<file path="src/rtl/axi_llc_pkg.sv">
// Shared LLC types: cache-unit encodings, data-way request payload
// and arbitration defaults.
package axi_llc_pkg;

    typedef enum logic [1:0] {
        EvictUnit = 2'd0,
        RefilUnit = 2'd1,
        WChanUnit = 2'd2,
        RChanUnit = 2'd3
    } cache_unit_e;

    localparam int unsigned NumCacheUnits = 4;
    localparam int unsigned DefMaxStarve  = 8;

    typedef struct packed {
        logic [1:0]  cache_unit;
        logic [7:0]  way_ind;
        logic [15:0] line_addr;
        logic [1:0]  blk_offset;
        logic        we;
        logic [63:0] data;
        logic [7:0]  strb;
    } llc_way_inp_t;

endpackage

</file>
<file path="src/rtl/axi_llc_rr_pick.sv">
// Combinational round-robin pick: first valid input at or after ptr_i,
// wrapping; returns a one-hot grant and the matching index.
module axi_llc_rr_pick #(
    parameter  int unsigned NumIn = 4,
    localparam int unsigned IdxW  = $clog2(NumIn)
) (
    input  logic [NumIn-1:0] valid_i,
    input  logic [IdxW-1:0]  ptr_i,
    output logic [NumIn-1:0] gnt_o,
    output logic [IdxW-1:0]  idx_o,
    output logic             any_o
);

    int unsigned       pos;
    logic [IdxW-1:0]   pos_idx;

    always_comb begin
        gnt_o   = '0;
        idx_o   = '0;
        any_o   = 1'b0;
        pos     = 0;
        pos_idx = '0;
        for (int unsigned k = 0; k < NumIn; k++) begin
            pos     = (32'(ptr_i) + k) % NumIn;
            pos_idx = pos[IdxW-1:0];
            if (!any_o && valid_i[pos_idx]) begin
                any_o          = 1'b1;
                gnt_o[pos_idx] = 1'b1;
                idx_o          = pos_idx;
            end
        end
    end

endmodule

</file>
<file path="src/rtl/axi_llc_data_way_arbiter.sv">
// Data-way port arbiter: round-robin with starvation boost into a one-entry
// output register. Define AXI_LLC_WAY_ARB_PERF_EN for per-unit grant counters.
module axi_llc_data_way_arbiter
    import axi_llc_pkg::*;
#(
    parameter  int unsigned NumUnits  = NumCacheUnits,
    parameter  int unsigned MaxStarve = DefMaxStarve,
    parameter  type         way_inp_t = llc_way_inp_t,
    localparam int unsigned IdxWidth  = $clog2(NumUnits)
) (
    input  logic                clk_i,
    input  logic                rst_ni,
    input  way_inp_t            req_i [NumUnits],
    input  logic [NumUnits-1:0] req_valid_i,
    output logic [NumUnits-1:0] req_ready_o,
    output way_inp_t            way_inp_o,
    output logic                way_inp_valid_o,
    input  logic                way_inp_ready_i,
    output logic [IdxWidth-1:0] unit_idx_o,
    output logic [NumUnits-1:0] starve_o
`ifdef AXI_LLC_WAY_ARB_PERF_EN
    ,
    output logic [31:0]         grant_cnt_o [NumUnits]
`endif
);

    localparam int unsigned         CntWidth = $clog2(MaxStarve + 1);
    localparam logic [CntWidth-1:0] CntMax   = CntWidth'(MaxStarve);
    localparam logic [IdxWidth-1:0] LastIdx  = IdxWidth'(NumUnits - 1);

    logic                load;
    logic [NumUnits-1:0] starve;
    logic [NumUnits-1:0] boost_valid;
    logic [NumUnits-1:0] rr_gnt, bst_gnt, gnt;
    logic [IdxWidth-1:0] rr_idx, bst_idx, win_idx;
    logic                rr_any, bst_any, win_any;

    logic                valid_d, valid_q;
    way_inp_t            way_inp_d, way_inp_q;
    logic [IdxWidth-1:0] idx_d, idx_q;
    logic [IdxWidth-1:0] ptr_d, ptr_q;
    logic [CntWidth-1:0] starve_cnt_d [NumUnits];
    logic [CntWidth-1:0] starve_cnt_q [NumUnits];

    assign load = !valid_q || way_inp_ready_i;

    always_comb begin
        starve = '0;
        for (int u = 0; u < NumUnits; u++) begin
            starve[u] = starve_cnt_q[u] >= CntMax;
        end
    end

    assign boost_valid = req_valid_i & starve;

    axi_llc_rr_pick #(
        .NumIn (NumUnits)
    ) i_rr_pick (
        .valid_i (req_valid_i),
        .ptr_i   (ptr_q),
        .gnt_o   (rr_gnt),
        .idx_o   (rr_idx),
        .any_o   (rr_any)
    );

    // Boosted units are served lowest-index first, independent of the pointer.
    axi_llc_rr_pick #(
        .NumIn (NumUnits)
    ) i_boost_pick (
        .valid_i (boost_valid),
        .ptr_i   ('0),
        .gnt_o   (bst_gnt),
        .idx_o   (bst_idx),
        .any_o   (bst_any)
    );

    always_comb begin
        gnt     = '0;
        win_idx = rr_idx;
        win_any = load && rr_any;
        if (bst_any) begin
            win_idx = bst_idx;
        end
        if (load) begin
            gnt = bst_any ? bst_gnt : rr_gnt;
        end
    end

    assign req_ready_o = gnt;

    always_comb begin
        valid_d   = valid_q;
        way_inp_d = way_inp_q;
        idx_d     = idx_q;
        ptr_d     = ptr_q;
        if (load) begin
            valid_d = win_any;
            if (win_any) begin
                way_inp_d = req_i[win_idx];
                idx_d     = win_idx;
                ptr_d     = (win_idx == LastIdx) ? '0
                                                 : win_idx + IdxWidth'(1);
            end
        end
    end

    always_comb begin
        for (int u = 0; u < NumUnits; u++) begin
            starve_cnt_d[u] = starve_cnt_q[u];
            if (!req_valid_i[u] || gnt[u]) begin
                starve_cnt_d[u] = '0;
            end else if (starve_cnt_q[u] != CntMax) begin
                starve_cnt_d[u] = starve_cnt_q[u] + CntWidth'(1);
            end
        end
    end

    always_ff @(posedge clk_i or negedge rst_ni) begin
        if (!rst_ni) begin
            valid_q   <= 1'b0;
            way_inp_q <= '0;
            idx_q     <= '0;
            ptr_q     <= '0;
            for (int u = 0; u < NumUnits; u++) begin
                starve_cnt_q[u] <= '0;
            end
        end else begin
            valid_q   <= valid_d;
            way_inp_q <= way_inp_d;
            idx_q     <= idx_d;
            ptr_q     <= ptr_d;
            for (int u = 0; u < NumUnits; u++) begin
                starve_cnt_q[u] <= starve_cnt_d[u];
            end
        end
    end

    assign way_inp_o       = way_inp_q;
    assign way_inp_valid_o = valid_q;
    assign unit_idx_o      = idx_q;
    assign starve_o        = starve;

`ifdef AXI_LLC_WAY_ARB_PERF_EN
    logic [31:0] grant_cnt_d [NumUnits];
    logic [31:0] grant_cnt_q [NumUnits];

    always_comb begin
        for (int u = 0; u < NumUnits; u++) begin
            grant_cnt_d[u] = grant_cnt_q[u] + 32'(gnt[u]);
        end
    end

    always_ff @(posedge clk_i or negedge rst_ni) begin
        if (!rst_ni) begin
            for (int u = 0; u < NumUnits; u++) begin
                grant_cnt_q[u] <= '0;
            end
        end else begin
            for (int u = 0; u < NumUnits; u++) begin
                grant_cnt_q[u] <= grant_cnt_d[u];
            end
        end
    end

    assign grant_cnt_o = grant_cnt_q;
`endif

endmodule

</file>
<file path="config.mk">
export PLATFORM = sky130hd
export DESIGN_NAME = axi_llc_data_way_arbiter
export DESIGN_NICKNAME = d
export VERILOG_FILES = /design/src/rtl/axi_llc_pkg.sv /design/src/rtl/axi_llc_rr_pick.sv /design/src/rtl/axi_llc_data_way_arbiter.sv
export SDC_FILE = /design/constraint.sdc
export NUM_CORES = 1
export LEC_CHECK = 0
export BUFFER_PORTS_ARGS = -buffer_cell sky130_fd_sc_hd__buf_2
export CELL_PAD_IN_SITES_DETAIL_PLACEMENT = 0
export CELL_PAD_IN_SITES_GLOBAL_PLACEMENT = 1
export CORE_AREA = 5 5 199 201
export DETAILED_ROUTE_END_ITERATION = 10
export DIE_AREA = 0 0 204 206
export PLACE_DENSITY_LB_ADDON = 0.1
export SYNTH_ARGS = -nofsm -noshare
export SYNTH_HDL_FRONTEND = slang
export SYNTH_HIERARCHICAL = 1
export SYNTH_SLANG_ARGS = --single-unit
</file>
<file path="constraint.sdc">
create_clock -name clk_i -period 7.5 [get_ports clk_i]
set_clock_uncertainty 0.2 [all_clocks]
set_input_delay 1.125 -clock clk_i [delete_from_list [all_inputs] [get_ports clk_i]]
set_output_delay 1.125 -clock clk_i [all_outputs]
set_load 0.01 [all_outputs]
</file>
==> flow_metrics.env <==
export IMPL_place_congestion=0.8209
export IMPL_post_cts_resized=0
export IMPL_path_max_fanout=96
export IMPL_root_buffer="clkbuf_16"
export IMPL_synth_edf_count=0
export IMPL_die_area_mm2=0.04202
export IMPL_start_util_pct=23.41
export IMPL_fmaxAchievable_mhz=193.4
export IMPL_ant_nets=0
export IMPL_final_cells=1941
export IMPL_dpl_hpwl_mm=33.89
export IMPL_async_flop_share_pct=100.0
export IMPL_htreeDepth=4
export IMPL_core_area_mm2=0.03740
export IMPL_drc=0
export IMPL_vdd_drop_max_uv=477.8
export IMPL_max_cap_viol_count=0
export IMPL_vias_per_cell=4.677
export IMPL_via_count=9079
export IMPL_synth_top_area_share_pct=34.87
export IMPL_yosys_warnings=6
export IMPL_finalHoldViolations=0
export IMPL_cts_hold_buf=0
export IMPL_setup_viol=0
export IMPL_reg2reg_depth=11
export IMPL_grt_pass1_vias=9668
export IMPL_detail_route_wl_per_cell_um=22.34
export IMPL_avgSynthCellArea_um2=9.383
export IMPL_syn_to_final_growth_pct=40.97
export IMPL_placed_cells=1903
export IMPL_worst_setup_path_end_kind="flop"
export IMPL_clk_latency_ns=0.44
export IMPL_grt_max_degree=97
export IMPL_post_route_period_util_pct=68.93
export IMPL_tns_ns=0
export IMPL_ys_flop_type="dfrtp_1"
export IMPL_drive_gt1_share_pct=40.94
export IMPL_final_common_cell="buf_2"
export IMPL_rr_startpoint="ptr_q[0]"
export IMPL_relSlewSlack_pct=28.57
export IMPL_yosysSeqAreaShare_pct=34.87
export IMPL_critPathArrivalTime_ns=5.24
export IMPL_portBuffers=522
export IMPL_drt_initial_drc_count=533
export IMPL_hold_class="flop to flop"
export IMPL_clock_sinks=122
export IMPL_p_total_mw=5.811
export IMPL_ys_top_cells_by_area="dfrtp_1, mux2i_1, o221ai_1, nand2_1, nor2_1"
export IMPL_reg2reg_slack_ns=2.33
export IMPL_die_x_um=204
export IMPL_rsz0062_at_grt="no"
export IMPL_rows=71
export IMPL_synthCells=933
export IMPL_cts_setup_buffers=0
export IMPL_synth_cell_type_count=41
export IMPL_p_leak_nw=6.025
export IMPL_cp_start_kind="flop"
export IMPL_synth_top_area_cell="dfrtp_1"
export IMPL_numCtsBuffers=17
export IMPL_slew_violations=0
export IMPL_io_pins=523
export IMPL_antenna_found_initial=17
export IMPL_powerDensity_mw_per_mm2=470.9
export IMPL_final_util_pct=33.00
export IMPL_worstMarginPinSlew_ns=1.072
export IMPL_ys_ff_latch=122
export IMPL_layout_common_cells="buf_2, mux2i_1, dfrtp_1, nand2_1, nor2_1"
export IMPL_fin_crit_ns=5.170
export IMPL_clk_pin_slew_ns=0.06
export IMPL_cp_required_ns=7.57
export IMPL_cts_tree="done"
export IMPL_cp_endpoint="way_inp_o[54]"
export IMPL_finalWirelength_mm=43.36
export IMPL_status="complete, no violations"
export IMPL_nets=1840
export IMPL_track_usage_pct=19.87
export IMPL_startpoint="ptr_q[0]"
export IMPL_dr_pass1_iters=5
export IMPL_fp_dieH_um=206
export IMPL_clockBufferDepth=2
export IMPL_syn_area_mm2=0.008755
export IMPL_overflow=0
export IMPL_grt_first_pass_wirelength_mm=62.53
export IMPL_criticalPathCategory="flop to flop"
export IMPL_r2r_end="way_inp_o[54]"
-- state kept, by name, indices dropped and copies added (netlist names) --
signal	count
way_inp_o	101
way_inp_valid_o	1
starve_cnt_q	16
unit_idx_o	2
ptr_q	2
-- synth_stat cells, types with 5 or more instances --
cell / number
clkbuf_1: 45
ha_1: 18
nand2_1: 98
buf_4: 11
o21a_1: 20
mux2i_1: 168
o21ai_0: 64
buf_2: 11
and2_1: 5
a22oi_1: 16
o221ai_1: 81
inv_1: 16
o31a_1: 20
a21oi_1: 27
o22ai_1: 22
nor2_1: 94
dfrtp_1: 122
xnor2_1: 5
buf_6: 16
nand2b_1: 27
-- critical path: stages (launching register included) --
cell and delay [ns]:
dfrtp_1 0.73, inv_1 0.14, ha_1 0.41, mux4_2 0.45, and2b_2 0.30, o21ai_0 0.13, o31ai_4 0.10, buf_4 0.32
mux2_8 0.69, buf_4 0.80, mux2i_1 0.29, o221ai_1 0.14
-- worst min path at each step --
stage	start	end	slack [ns]	cells past startpoint
finish	unit_idx_o[1]	unit_idx_o[1]	0.28	2
global route	way_inp_o[3]	way_inp_o[3]	0.30	2
CTS	unit_idx_o[1]	unit_idx_o[1]	0.28	2
detailed placement	way_inp_o[3]	way_inp_o[3]	0.27	2
global placement	unit_idx_o[1]	unit_idx_o[1]	0.26	2
floorplan	unit_idx_o[1]	unit_idx_o[1]	0.31	2
-- metrics by stage --
step	hold WS (ns)	setup slack [ns]	instance area [um^2]
floorplan	0.3147	3.515	8796
global placement	0.2583	2.132	11700
detailed placement	0.2673	2.050	11700
CTS	0.2829	2.330	12330
global route	0.2953	1.971	12340
finish	0.2755	2.330	12340
-- area by class of cell --
| class | instances | area (um^2) |
|---|---|---|
| Tap cell | 511 | 639.4 |
| Clock buffer | 20 | 456.7 |
| Clock inverter | 12 | 171.4 |
| Antenna cell | 6 | 15.01 |
| Inverter | 16 | 60.06 |
| Sequential cell | 122 | 3053 |
| Fill cell | 4059 | 25060 |
| Multi-Input combinational cell | 723 | 5260 |
| Timing Repair Buffer | 531 | 2686 |
-- routing by layer --
| metal | routed length, um | GRT usage, % |
|---|---|---|
| met1 | 16900 | 23.34 |
| met3 | 2534 | 5.084 |
| met5 | 127 | 0 |
| met4 | 1272 | 7.466 |
| met2 | 22530 | 34.99 |
-- kinds of logic (layout without fill, tap and decap cells) --
kind of cell	count (synthesis)	count (layout)	synth area share, %
muxes	182	182	22.28
DFF	122	122	34.87
buffers and inverters	99	579	6.245
xor gates and xnor gates	9	9	0.9003
other	1	18	0.04283
AOI/OAI and AO/OA	260	260	20.87
and+or+nand+nor	242	242	12.22
adders and majority gates	18	18	2.573
-- report_power, final --
group          switching [mW]  leakage [nW]  internal, mW
Combinational            2.18          4.24          1.53
Clock                   0.342         0.302         0.571
Sequential              0.194          1.49         0.992
(Power assumes the default switching activity.)
